===== src/rtl/rca_2bit_pkg.sv =====
// Shared constants for the ripple-carry adder: default operand width and stage count.
// A WIDTH-sized sum vector type is provided for code working at the default width.
package rca_2bit_pkg;

  localparam int WIDTH_DEFAULT = 2;
  localparam int NUM_STAGES    = WIDTH_DEFAULT;

  typedef logic [WIDTH_DEFAULT-1:0] sum_t;

endpackage : rca_2bit_pkg


===== src/rtl/rca_2bit_full_adder.sv =====
// One-bit full adder, a single stage of the ripple chain.
// Purely combinational; no clock, no reset.
module full_adder
  import rca_2bit_pkg::*;
(
  input  logic a,
  input  logic b,
  input  logic ci,
  output logic s,
  output logic co
);

  logic p;

  always_comb begin
    p  = a ^ b;
    s  = p ^ ci;
    co = (a & b) | (ci & p);
  end

endmodule : full_adder


===== src/rtl/rca_2bit.sv =====
// Ripple-carry adder with combinational S/Cout and a one-cycle registered copy plus
// signed overflow; registered outputs clear asynchronously while rst is high.
module rca_2bit
  import rca_2bit_pkg::*;
#(
  parameter int WIDTH   = NUM_STAGES,
  parameter int REG_OUT = 1
) (
  input  logic             clk,
  input  logic             rst,
  input  logic [WIDTH-1:0] A,
  input  logic [WIDTH-1:0] B,
  input  logic             Cin,
  output logic [WIDTH-1:0] S,
  output logic             Cout,
  output logic [WIDTH-1:0] S_q,
  output logic             Cout_q,
  output logic             Ovf_q
);

  // c[i] is the carry into stage i; c[WIDTH] is the carry out of the MSB.
  logic [WIDTH:0] c;

  assign c[0] = Cin;
  assign Cout = c[WIDTH];

  for (genvar i = 0; i < WIDTH; i++) begin : g_stage
    full_adder u_fa (
      .a  (A[i]),
      .b  (B[i]),
      .ci (c[i]),
      .s  (S[i]),
      .co (c[i+1])
    );
  end

  logic ovf_d;
  logic ovf_q;

  always_comb begin
    ovf_d = c[WIDTH-1] ^ c[WIDTH];
  end

  always_ff @(posedge clk or posedge rst) begin
    if (rst) begin
      ovf_q <= 1'b0;
    end else begin
      ovf_q <= ovf_d;
    end
  end

  assign Ovf_q = ovf_q;

  if (REG_OUT != 0) begin : g_reg_out
    logic [WIDTH-1:0] sum_d;
    logic [WIDTH-1:0] sum_q;
    logic             cout_d;
    logic             cout_q;

    always_comb begin
      sum_d  = S;
      cout_d = Cout;
    end

    always_ff @(posedge clk or posedge rst) begin
      if (rst) begin
        sum_q  <= '0;
        cout_q <= 1'b0;
      end else begin
        sum_q  <= sum_d;
        cout_q <= cout_d;
      end
    end

    assign S_q    = sum_q;
    assign Cout_q = cout_q;
  end else begin : g_no_reg_out
    assign S_q    = '0;
    assign Cout_q = 1'b0;
  end

endmodule : rca_2bit


===== config.mk =====
export PLATFORM = sky130hd
export DESIGN_NAME = rca_2bit
export DESIGN_NICKNAME = d
export VERILOG_FILES = /design/src/rtl/rca_2bit_pkg.sv /design/src/rtl/rca_2bit_full_adder.sv /design/src/rtl/rca_2bit.sv
export SDC_FILE = /design/constraint.sdc
export NUM_CORES = 1
export LEC_CHECK = 0
export CAP_MARGIN = 5
export CORE_AREA = 2 2 39 41
export DETAILED_ROUTE_END_ITERATION = 8
export DIE_AREA = 0 0 41 43
export GPL_ROUTABILITY_DRIVEN = 0
export SLEW_MARGIN = 20
export SYNTH_ARGS = -nofsm -noshare
export SYNTH_HDL_FRONTEND = slang
export SYNTH_SLANG_ARGS = --single-unit

===== constraint.sdc =====
create_clock -name clk -period 2.1 [get_ports clk]
set_input_delay 0.315 -clock clk [delete_from_list [all_inputs] [get_ports clk]]
set_output_delay 0.315 -clock clk [all_outputs]
set_load 0.005 [all_outputs]

======== Word level (Yosys, flattened, before mapping) ========
Cells that the tools add are included.
storage, ports and cells
  bits in registers ....................... 4
  bits of input ports ..................... 7
  output and inout port bits .............. 7
  logic and storage cells ................. 14
operators by class
  bitwise logic cells ..................... 11
operators by type and width
  cell               number
  XOR 1 bit          5
  bitwise AND 1 bit  4
  OR 1 bit           2

======== Longest topological paths before layout ========
Gate-level depths: netlist (run 1).
  depth in word-level cells ............... 6
  depth in mapped cells ................... 5
  mapped depth without buffers ............ 4

======== By module ========
A second synthesis (run 1) with hierarchy kept.
second synthesis, totals
  cell total of the unflattened synthesis .. 8
  area, all modules ....................... 152.6 sq um
by module, submodules not included
  module      times used  cells an instance  area an instance (sq um)  seq. area each (sq um)
  rca_2bit    1           6                  112.6                     100.1
  full_adder  2           1                  20.0                      0.0

======== Least setup slack after synthesis (run 1) ========
Ideal clock, no wire load.
  kind .................................... input-to-output
  start ................................... input port A[0]
  end ..................................... output port S[1]
  arrival ................................. 1.456 ns
  slack ................................... 0.329 ns
  stages .................................. 5
  buffers on the path ..................... 1
  cell sequence ........................... inv_1 fa_1 fa_1 inv_1 buf_4
on the way
  cells in the longest elaborated chain, start to end .. 4
  elaborated cells on any way between the ends .. 5
ends and longest elaborated chain
  what               RTL line                   source
  from (decl)        rca_2bit.sv:11             input logic [WIDTH-1:0] A,
  XOR 1 bit          rca_2bit_full_adder.sv:16  p = a ^ b;
  bitwise AND 1 bit  rca_2bit_full_adder.sv:18  co = (a & b) | (ci & p);
  OR 1 bit *         rca_2bit_full_adder.sv:18
  XOR 1 bit *        rca_2bit_full_adder.sv:17  s = p ^ ci;
  to (decl)          rca_2bit.sv:14             output logic [WIDTH-1:0] S,
Every way passes the cells marked *; elsewhere a longest branch is shown, timed or not.

======== Worst setup path after layout (run 1) ========
  start ................................... input port Cin
  end ..................................... output port S[1]
on the way
  cells in the longest elaborated chain, start to end .. 3
ends and longest elaborated chain
  what               RTL line                   source
  from (decl)        rca_2bit.sv:13             input logic Cin,
  bitwise AND 1 bit  rca_2bit_full_adder.sv:18
  OR 1 bit           rca_2bit_full_adder.sv:18
  XOR 1 bit          rca_2bit_full_adder.sv:17
No other way between the ends.

==> results.md, run 1 <==
- Final Power: 0.2605 mW
- Routed wire length: 319 um
- ANT cells: 0
- Largest net degree at the start of global routing: 5
- Final min period: 1.971 ns
- Clock buffer depth: 2
- Slew Limit Headroom: 0.9050
- Status: complete, no violations
- Overflow after GRT: 0
- Fmax: 0.5073 GHz
- CP max stage cell: fa_2
- CTS hold repair buffers: 0
- Ranking of synthesized cells by area: dfrtp_1, fa_1, inv_1, buf_4, xor2_1
- CP Launch Type: input pin
- Yosys cell types: 5
- Peak supply drop: 0.1281 mV
- Yosys top cell area share: 0.5063
- DRT Pass-1 Iters: 2
- Most common cell after layout, fill and taps aside: clkdlybuf4s50_1
- Most frequent cells in the layout: clkdlybuf4s50_1, inv_1, dfrtp_1, dlygate4sd2_1, buf_4
- Clock slew seen by the registers of the worst setup and hold paths: 0.04 ns
- ANT nets after route: 0
- Global Route Usage Sum: 0.05237
- Dpl hpwl: 258.3 um
- Initial antenna violation count: 0
- Util after Layout: 0.2749
- Die footprint: 1763 um^2
- Vias in the first global route: 154
- Syn avg cell area: 10.98 um^2
- Core ar.: 1384 um^2
- Vias per cell: 2.885
- Final period util: 0.9388
- Critical Path AT: 1.66 ns
- DR vias: 150
- DRT iter0 DRCs: 1
- Crit path max fanout: 2
- # setup viols final: 0
- Setup repair bufs after CTS: 0
- Pleak: 0.1978 nW
- Clk sink count: 4
- Worst slew pin tran: 0.1423 ns
- Gate Count Post-Synth: 18
- Final non-filler cell total: 52
- Synth Net Count: 27
- Biggest area consumer among synthesized cells: dfrtp_1
- Port-buffer cells: 13
- First-pass GRT wire length: 538 um
- Initial Util: 0.1429
- Cell count after placement: 49
- Mapped Area: 197.7 um^2
- Sequential area share after synthesis: 0.5063
- Share of cells above drive strength 1: 0.3611
- Crit path kind: input pin to output port
- TritonCTS clock tree: built
- Layout area overhead: 92.40%
- YS warnings: 0
- Total CTS buffers: 3
- DRC: 0
- Nets: 47
- Cell Chain, Critical Path: dlygate4sd2_1 > inv_2 > fa_2 > fa_2 > inv_2 > buf_2
- Drt wl/cell: 6.135 um
- Req. time, crit path: 1.78 ns
- I/O pin total: 14
- Critical Path Sink Type: output port
- RSZ-0062 raised after global routing: false
- Final slew viol count: 0
- CTS root buf: clkbuf_4
- Htree depth: 1
- Largest stage delay on the critical path: 0.55 ns
- Total of max-cap violations: 0
- Final hold vios: 0
- Die height: 43 um
- Worst min path class: input pin to asynchronous set/reset pin
- Pwr Density: 684.8 nW/um^2
- #FFs+latches synth: 4
- Die width: 41 um
- Worst hold slack: 0.2651 ns
- Cell row count: 14
## cell type report
type,instances,area [um^2]
Sequential cell,4,100.1
Clock buffer,3,22.52
Timing Repair Buffer,17,150.1
Tap cell,16,20.02
Fill cell,157,1003
Multi-Input combinational cell,3,53.80
Inverter,9,33.78
## critical path: cells and delay by family
kind,cells,cell delay [ns]
buffers and inverters,4,0.39
adders and majority gates,2,0.95
## synthesized netlist by cell type (all sizes together)
master	number
buf	2
inv	9
xor2	1
fa	2
dfrtp	4
## cells by family (layout without fill, tap and decap cells)
group,Yosys count,in the layout,share of synthesized area
buffers and inverters,11,29,0.2468
DFF,4,4,0.5063
adders and majority gates,2,2,0.2025
xor gates and xnor gates,1,1,0.04431
## what timing repair did
action | in CTS | in global routing
endpoints found under the setup margin | 3 | 0
resized for setup | 13 | 0
endpoints found under the hold margin | 0 | 0
## sequential cells by signal, summed over array words and instances, names as in the netlist
register / flops
S_q: 2
Cout_q: 1
Ovf_q: 1
## path summary, 6_finish.rpt
check,start,endpoint,depth (start not counted)
hold / removal,rst,S_q[0]$_DFF_PP0_,2
setup / recovery,Cin,S[1],6
min in group clk,A[0],S_q[0]$_DFF_PP0_,5
max in group asynchronous,rst,S_q[1]$_DFF_PP0_,2
## layer usage
metal | vias to the layer above | wire length [um] | track usage
li1 | 79 | - | -
met1 | 59 | 109 | 0.04545
met2 | 10 | 152 | 0.05938
met3 | 2 | 41 | 0.02094
met4 | 0 | 15 | 0.1000
met5 | - | 0 | 0
## metrics by stage
stage | area (um^2) | TNS, ns | setup WS, ns
after detailed placement | 362.8 | -1.052 | -0.5174
after global routing | 380.4 | 0 | 0.06813
after CTS | 380.4 | 0 | 0.1172
final | 380.4 | 0 | 0.1286
after global placement | 362.8 | -1.054 | -0.5164
after floorplan | 197.7 | 0 | 0.3293
## power by group
group | internal [mW] | switching, mW | leakage [nW]
clock network | 0.0637 | 0.0285 | 0.0138
logic | 0.0521 | 0.0252 | 0.137
registers | 0.0886 | 0.00233 | 0.0466
Note: power is estimated with default switching activity, not from simulation.
==> run 2: changes to the inputs <==
==> constraint.sdc (replaced) <==
create_clock -name clk -period 2.1 [get_ports clk]
set_input_delay 0.315 -clock clk [delete_from_list [all_inputs] [get_ports clk]]
set_output_delay 0.315 -clock clk [all_outputs]
set_load 0.01 [all_outputs]
==> results.md, run 2 (same netlist as run 1, synthesis figures left out) <==
- Port-buffer cells: 13
- Drt wl/cell: 6.135 um
- Vias per cell: 2.981
- Final min period: 1.970 ns
- Largest register FFs: 2
- Die width: 41 um
- Final period util: 0.9381
- Worst hold slack: 0.2646 ns
- Pleak: 0.1995 nW
- Crit path kind: input pin to output port
- DRT iter0 DRCs: 0
- Vias in the first global route: 154
- Util after Layout: 0.2812
- Overflow after GRT: 0
- Worst slew pin tran: 0.1408 ns
- First-pass GRT wire length: 538 um
- Cell count after placement: 49
- Crit path max fanout: 2
- Core ar.: 1384 um^2
- Routed wire length: 319 um
- Initial Util: 0.1429
- Worst setup path endpoint: S[1]
- # setup viols final: 0
- Nets: 47
- Share of cells above drive strength 1: 0.3889
- Initial antenna violation count: 0
- Total CTS buffers: 3
- Worst min path class: input pin to asynchronous set/reset pin
- Global Route Usage Sum: 0.05237
- Critical Path Sink Type: output port
- Final hold vios: 0
- Clk sink count: 4
- Critical Path AT: 1.66 ns
- Clock slew seen by the registers of the worst setup and hold paths: 0.04 ns
- I/O pin total: 14
- Largest net degree at the start of global routing: 5
- Total of max-cap violations: 0
- Fmax: 0.5076 GHz
- Most frequent cells in the layout: clkdlybuf4s50_1, inv_1, dfrtp_1, buf_4
- Die height: 43 um
- Final slew viol count: 0
- Die footprint: 1763 um^2
- Htree depth: 1
- DR vias: 155
- Clock buffer depth: 2
- Status: complete, no violations
- DRC: 0
- Slew Limit Headroom: 0.9060
- Req. time, crit path: 1.78 ns
- Layout area overhead: 96.83%
- Cell row count: 14
- CTS root buf: clkbuf_4
- CP Launch Type: input pin
- ANT cells: 0
- Pwr Density: 704.0 nW/um^2
- ANT nets after route: 0
- Dpl hpwl: 258.3 um
- TritonCTS clock tree: built
- Final non-filler cell total: 52
- RSZ-0062 raised after global routing: false
- DRT Pass-1 Iters: 1
- Peak supply drop: 0.1294 mV
- Most common cell after layout, fill and taps aside: clkdlybuf4s50_1
- Final Power: 0.2739 mW
- Fillcell total: 159
- Setup repair bufs after CTS: 0
- Critical path launch point: Cin
run 2: cell types whose count changed in the layout (fill, tap and decap cells not counted), sizes merged:
cell / previous run / this run
clkdlybuf4s15: 0 / 1
dlygate4sd2: 4 / 3
run 2: worst max-delay path: stages:
cell and delay [ns]:
dlygate4sd2_1 0.20, inv_2 0.04, fa_2 0.40, fa_2 0.55, inv_2 0.04, buf_6 0.11
run 2: timing repair:
item / 4_1_cts / 5_1_grt
hold buffers: 0 / 0
setup endpoints to repair: 3 / 0
resized for setup: 16 / 0
run 2: worst min-delay path by stage:
stage / to / slack [ns] / depth (start not counted)
after floorplan: Cout_q$_DFF_PP0_ / 0.08 / 1
after global placement: S_q[0]$_DFF_PP0_ / 0.51 / 2
after detailed placement: S_q[0]$_DFF_PP0_ / 0.50 / 2
after CTS: S_q[0]$_DFF_PP0_ / 0.26 / 2
after global routing: S_q[0]$_DFF_PP0_ / 0.29 / 2
final: S_q[0]$_DFF_PP0_ / 0.26 / 2
run 2: layout make-up:
class                      instances  area (um^2)  area share
tap                               16        20.02     0.05145
multi-input combinational          3        53.80      0.1383
inverter                           9        33.78     0.08682
clock buffer                       3        22.52     0.05788
sequential                         4        100.1      0.2572
timing repair buffer              17        158.9      0.4084
run 2: routing by layer:
layer	track usage	wire (um)
met3	0.02094	42
met1	0.04545	101
met2	0.05938	160
met4	0.1000	15
met5	0	0
run 2: power breakdown:
group          internal, mW  switching, mW  leakage, nW  total (mW)
Sequential           0.0886        0.00234       0.0466      0.0910
Combinational        0.0571         0.0336        0.139      0.0907
Clock                0.0637         0.0285       0.0138      0.0922
Total                 0.209         0.0645        0.199       0.274
run 2: stage by stage:
step | setup TNS (ns) | setup WS [ns] | cell area, um^2
2_1_floorplan | 0 | 0.3209 | 197.7
3_3_place_gp | -1.160 | -0.5518 | 362.8
3_5_place_dp | -1.158 | -0.5527 | 362.8
4_1_cts | 0 | 0.1181 | 389.1
5_1_grt | 0 | 0.07965 | 389.1
6_report | 0 | 0.1299 | 389.1
==> run 3: changes to the inputs <==
SLEW_MARGIN = 25   (was 20)
==> results of run 3 <==
Same layout as run 2: the final DEF is identical, and so are final timing and power.
